===== src/rtl/ar_burst_gen.sv =====
// ar_burst_gen: address register with multi-source load and an autonomous
// stride burst (up/down) under a Start/Busy/Done handshake.
module ar_burst_gen #(
  parameter int WIDTH = 8,
  parameter int NSRC  = 2,
  parameter int SELW  = 1,
  parameter int CNTW  = 8
) (
  input  logic                    Clk,
  input  logic                    nRst,
  input  logic                    WEN,
  input  logic [SELW-1:0]         Sel,
  input  logic [NSRC*WIDTH-1:0]   Din,
  input  logic                    Start,
  input  logic [CNTW-1:0]         Len,
  input  logic [WIDTH-1:0]        Stride,
  input  logic                    Dir,
  input  logic                    Hold,
  output logic [WIDTH-1:0]        dout,
  output logic                    Busy,
  output logic                    Done,
  output logic                    Wrap
);

  typedef enum logic [1:0] {
    S_IDLE = 2'd0,
    S_RUN  = 2'd1,
    S_DONE = 2'd2
  } state_t;

  state_t            state_q, state_d;
  logic [WIDTH-1:0]  dout_q, dout_d;
  logic [WIDTH-1:0]  stride_q, stride_d;
  logic              dir_q, dir_d;
  logic [CNTW-1:0]   rem_q, rem_d;
  logic              busy_q, busy_d;
  logic              done_q, done_d;
  logic              wrap_q, wrap_d;

  logic [WIDTH-1:0]  src_sel;
  logic              src_ok;
  logic [WIDTH:0]    step_res;

  // One address step; the extra MSB carries the carry-out (up) or borrow-out (down).
  function automatic logic [WIDTH:0] step_addr(input logic [WIDTH-1:0] a,
                                               input logic [WIDTH-1:0] s,
                                               input logic             down);
    logic [WIDTH:0] ea;
    logic [WIDTH:0] es;
    ea = {1'b0, a};
    es = {1'b0, s};
    if (down) begin
      return ea - es;
    end
    return ea + es;
  endfunction

  assign step_res = step_addr(dout_q, stride_q, dir_q);

  // Source mux: an out-of-range select yields src_ok=0 so the register holds.
  always_comb begin
    src_sel = '0;
    src_ok  = 1'b0;
    for (int i = 0; i < NSRC; i++) begin
      if (Sel == SELW'(i)) begin
        src_sel = Din[i*WIDTH +: WIDTH];
        src_ok  = 1'b1;
      end
    end
  end

  // Next-state logic: loads and burst launch in IDLE, stepping in RUN, one-cycle DONE.
  always_comb begin
    state_d  = state_q;
    dout_d   = dout_q;
    stride_d = stride_q;
    dir_d    = dir_q;
    rem_d    = rem_q;
    wrap_d   = 1'b0;

    case (state_q)
      S_IDLE: begin
        if (WEN && src_ok) begin
          dout_d = src_sel;
        end
        if (Start) begin
          if (Len != '0) begin
            // Stride and direction are captured so mid-burst input changes are ignored.
            rem_d    = Len;
            stride_d = Stride;
            dir_d    = Dir;
            state_d  = S_RUN;
          end else begin
            state_d  = S_DONE;
          end
        end
      end
      S_RUN: begin
        if (!Hold) begin
          dout_d = step_res[WIDTH-1:0];
          wrap_d = step_res[WIDTH];
          rem_d  = rem_q - CNTW'(1);
          if (rem_q == CNTW'(1)) begin
            state_d = S_DONE;
          end
        end
      end
      S_DONE: begin
        state_d = S_IDLE;
      end
      default: begin
        state_d = S_IDLE;
      end
    endcase

    busy_d = (state_d == S_RUN);
    done_d = (state_d == S_DONE);
  end

  // State and registered outputs; reset wins over everything, aborting any burst.
  always_ff @(posedge Clk) begin
    if (!nRst) begin
      state_q <= S_IDLE;
      dout_q  <= '0;
      rem_q   <= '0;
      busy_q  <= 1'b0;
      done_q  <= 1'b0;
      wrap_q  <= 1'b0;
    end else begin
      state_q  <= state_d;
      dout_q   <= dout_d;
      rem_q    <= rem_d;
      busy_q   <= busy_d;
      done_q   <= done_d;
      wrap_q   <= wrap_d;
      stride_q <= stride_d;
      dir_q    <= dir_d;
    end
  end

  assign dout = dout_q;
  assign Busy = busy_q;
  assign Done = done_q;
  assign Wrap = wrap_q;

endmodule


===== config.mk =====
export PLATFORM = sky130hd
export DESIGN_NAME = ar_burst_gen
export DESIGN_NICKNAME = d
export VERILOG_FILES = /design/src/rtl/ar_burst_gen.sv
export SDC_FILE = /design/constraint.sdc
export NUM_CORES = 1
export LEC_CHECK = 0
export ABC_AREA = 1
export BUFFER_PORTS_ARGS = -buffer_cell sky130_fd_sc_hd__buf_2
export CORE_MARGIN = 2
export CORE_UTILIZATION = 45
export CTS_CLUSTER_DIAMETER = 60
export DETAILED_ROUTE_END_ITERATION = 7
export GPL_TIMING_DRIVEN = 0
export PLACE_DENSITY = 0.78
export SYNTH_ARGS = -nofsm -noshare
export SYNTH_HDL_FRONTEND = slang
export SYNTH_SLANG_ARGS = --single-unit
export TNS_END_PERCENT = 1

===== constraint.sdc =====
create_clock -name Clk -period 4.9 [get_ports Clk]
set_input_delay 0.49 -clock Clk [delete_from_list [all_inputs] [get_ports Clk]]
set_output_delay 0.49 -clock Clk [all_outputs]
set_load 0.02 [all_outputs]

==> impl_metrics.env <==
export IMPL_layout_setup_ws_ns=2.507
export IMPL_worstMarginPinSlew_ns=0.7264
export IMPL_clk_pin_slew_worst_paths_ns=0.07
export IMPL_fp_dieArea_um2=5307
export IMPL_insertedDiodeCount=0
export IMPL_r2r_setup_slack_ns=2.51
export IMPL_hold_viol=0
export IMPL_seq_area_um2=690.7
export IMPL_cp_end_kind="register"
export IMPL_synth_compound_area_share_pct=17.60
export IMPL_place_area_um2=2436
export IMPL_rsz0062_at_grt="false"
export IMPL_die_h_um=72.85
export IMPL_p_sw_uw=269.3
export IMPL_die_x_um=72.85
export IMPL_async_reset_ff_share_pct=0
export IMPL_ios=50
export IMPL_synth_top_family_by_area="simple AND/OR/NAND/NOR gates"
export IMPL_drive_gt1_share_pct=24.10
export IMPL_dp_hpwl_um=3932
export IMPL_yosysWarningCount=0
export IMPL_drtPass1Iterations=4
export IMPL_max_freq_mhz=417.9
export IMPL_tns_ns=0
export IMPL_clock_skew_ns=0.005264
export IMPL_ys_types=37
export IMPL_synth_fa_ha_area_share_pct=7.390
export IMPL_grt_usage_pct=20.53
export IMPL_combPwrFrac_pct=32.6
export IMPL_drv_cap=0
export IMPL_grt_pass1_vias=1953
export IMPL_swShare_pct=35.61
export IMPL_grt_max_degree=11
export IMPL_clock_sinks=30
export IMPL_drt_wl_total_um=5016
export IMPL_holdCritPathClass="in -> reg"
export IMPL_power_share_clock_pct=28.2
export IMPL_via_per_inst=5.058
export IMPL_finalPower_uw=756.1
export IMPL_finalSetupViolations=0
export IMPL_fill_cells=456
export IMPL_cts_tree="yes"
export IMPL_post_drt_wl_per_cell_um=12.09
export IMPL_seq_power_share_pct=39.2
export IMPL_cp_arrival_ns=2.63
export IMPL_drc=0
export IMPL_worst_path_max_fanout=5
export IMPL_slew_viol_final=0
export IMPL_synth_edf_count=9
export IMPL_slew_headroom_pct=51.39
export IMPL_dp_slack_ns=2.543
export IMPL_holdBufCountCts=0
export IMPL_ys_flop_type="dfxtp_1"
export IMPL_port_buffers=47
export IMPL_antenna_left=0
export IMPL_synth_simple_area_share_pct=29.74
export IMPL_syn_avg_cell_area_um2=6.972
export IMPL_clock_root_buffer="clkbuf_8"
export IMPL_initial_core_util_pct=45.77
export IMPL_numCtsBuffers=5
export IMPL_synth_seq_area_share_pct=32.38
export IMPL_critPathRequiredTime_ns=5.13
export IMPL_period_share_pct=48.83
export IMPL_internal_power_uw=486.8
export IMPL_drt_first_iter_violations=82
export IMPL_yosysTopAreaCell="dfxtp_1"
export IMPL_area_delta_synth_final_pct=18.65
export IMPL_rows=25
export IMPL_status="completed"
export IMPL_synth_top_area_share_pct=19.71
export IMPL_core_um2=4661
export IMPL_ys_ff_latch=30
export IMPL_min_period_ns=2.393
export IMPL_synthCells=306
export IMPL_p_per_area_nw_per_um2=298.7
export IMPL_synth_mux_area_share_pct=0
export IMPL_synthXorXnorAreaFrac_pct=2.463
export IMPL_antenna_found_initial=0
export IMPL_syn_num_nets=357
export IMPL_clock_latency_ns=0.29
export IMPL_cts_resized=0
export IMPL_cts_htree_levels=2
export IMPL_startpoint_type="register"
export IMPL_overflow=0
export IMPL_cts_setup_buffers=0
export IMPL_vias=2099
export IMPL_cts_buffer_depth=2
export IMPL_stdcell_area_um2=2531
export IMPL_grt_first_pass_wirelength_um=8404
export IMPL_yosys_top_cells_area="dfxtp_1 (20%), edfxtp_1 (13%), nand2_1 (11%)"
export IMPL_multi_input_area_um2=1220
export IMPL_p_leak_nw=1.273
export IMPL_ir_drop_uv=179.2
export IMPL_routabilityCongestion=0.9055
export IMPL_crit_type="reg -> reg"
export IMPL_final_nets=411
export IMPL_syn_area_um2=2133
-- cells by family after synthesis --
kind of cell | after synthesis
AND/OR/NAND/NOR | 142
AO/OA/AOI/OAI | 63
buffers and inverters | 53
flip-flops | 30
adder cells (fa/ha/maj) | 12
XOR/XNOR | 6
-- critical path, stage by stage (launching register included) --
cell,delay (ns)
edfxtp_1,0.39
inv_1,0.09
ha_1,0.14
inv_1,0.05
nor2_1,0.12
inv_1,0.07
nor2_1,0.14
nand2_1,0.07
nand2_1,0.08
xnor2_1,0.12
inv_1,0.07
ha_1,0.33
nand2_1,0.11
inv_1,0.04
a21oi_1,0.19
nand2_1,0.08
nand2_1,0.06
nand3_1,0.08
a21oi_2,0.12
-- per-stage QoR --
step                      util, %  hold slack [ns]  instances
final                       54.31           0.3673        415
after floorplan                 -           0.4651        306
after global routing        54.31           0.3592        415
after CTS                   54.31           0.3616        415
after global placement      52.27           0.4817        407
after detailed placement    52.27           0.4867        407
-- final cells by class --
cell class | instances | share of cell area [%]
Inverter | 46 | 6.822
Timing Repair Buffer | 47 | 9.293
Clock buffer | 6 | 3.262
Clock inverter | 2 | 0.4943
Buffer | 7 | 1.977
Tap cell | 54 | 2.669
Sequential cell | 30 | 27.29
Multi-Input combinational cell | 223 | 48.20
-- cell usage after synthesis, drive strengths merged (2+ instances only) --
cell,instances
xor2,4
buf,5
ha,11
edfxtp,9
nand3,16
dfxtp,21
o21ai,37
a21oi,19
clkbuf,2
o21a,3
nand3b,5
inv,46
or2,5
nor2,45
xnor2,2
nand2,66
a31oi,2
nor3,2
-- power by group through the flow --
| stage | registers, mW | clock network, mW | logic, mW |
|---|---|---|---|
| after CTS | 0.296 | 0.221 | 0.247 |
| after global routing | 0.298 | 0.230 | 0.282 |
| after global placement | 0.301 | 0 | 0.238 |
| after detailed placement | 0.301 | 0 | 0.246 |
| final | 0.296 | 0.214 | 0.247 |
| after floorplan | 0.308 | 0 | 0.173 |
-- layout by cell type, fill, tap and decap left out, drive strengths merged --
cell and count:
fa 1, nor2 45, o21a 3, inv 46, clkbuf 8, nor4 1, buf 52, or3 1
o31ai 1, a21oi 19, clkinv 1, clkinvlp 1, ha 11, edfxtp 9, dfxtp 21, o21ai 37
and2 1, nand3b 5, xor2 4, nor3 2, or2 5, nand2 66, a31oi 2, nand3 16
xnor2 2, a22oi 1
-- routing by layer --
metal / vias up / share of wire [%] / GRT usage (%)
met5: - / 0 / 0
met4: 0 / 1.7 / 7.613
met3: 8 / 5.3 / 4.696
met2: 69 / 50 / 36.16
met1: 929 / 43 / 24.21
li1: 1093 / - / -
-- final timing paths --
check | cells past startpoint | to | start
max | 18 | dout[7] | stride_q[0]
min | 1 | stride_q[3] | Stride[3]
max reg2reg | 18 | dout[7] | stride_q[0]
min reg2reg | 2 | rem_q[7] | rem_q[7]
-- state kept, by name, summed over array words and instances, names as in the netlist --
name,count
stride_q,8
Done,1
state_q,2
Busy,1
Wrap,1
dir_q,1
dout,8
rem_q,8
Power figures use the tool's default switching activity.
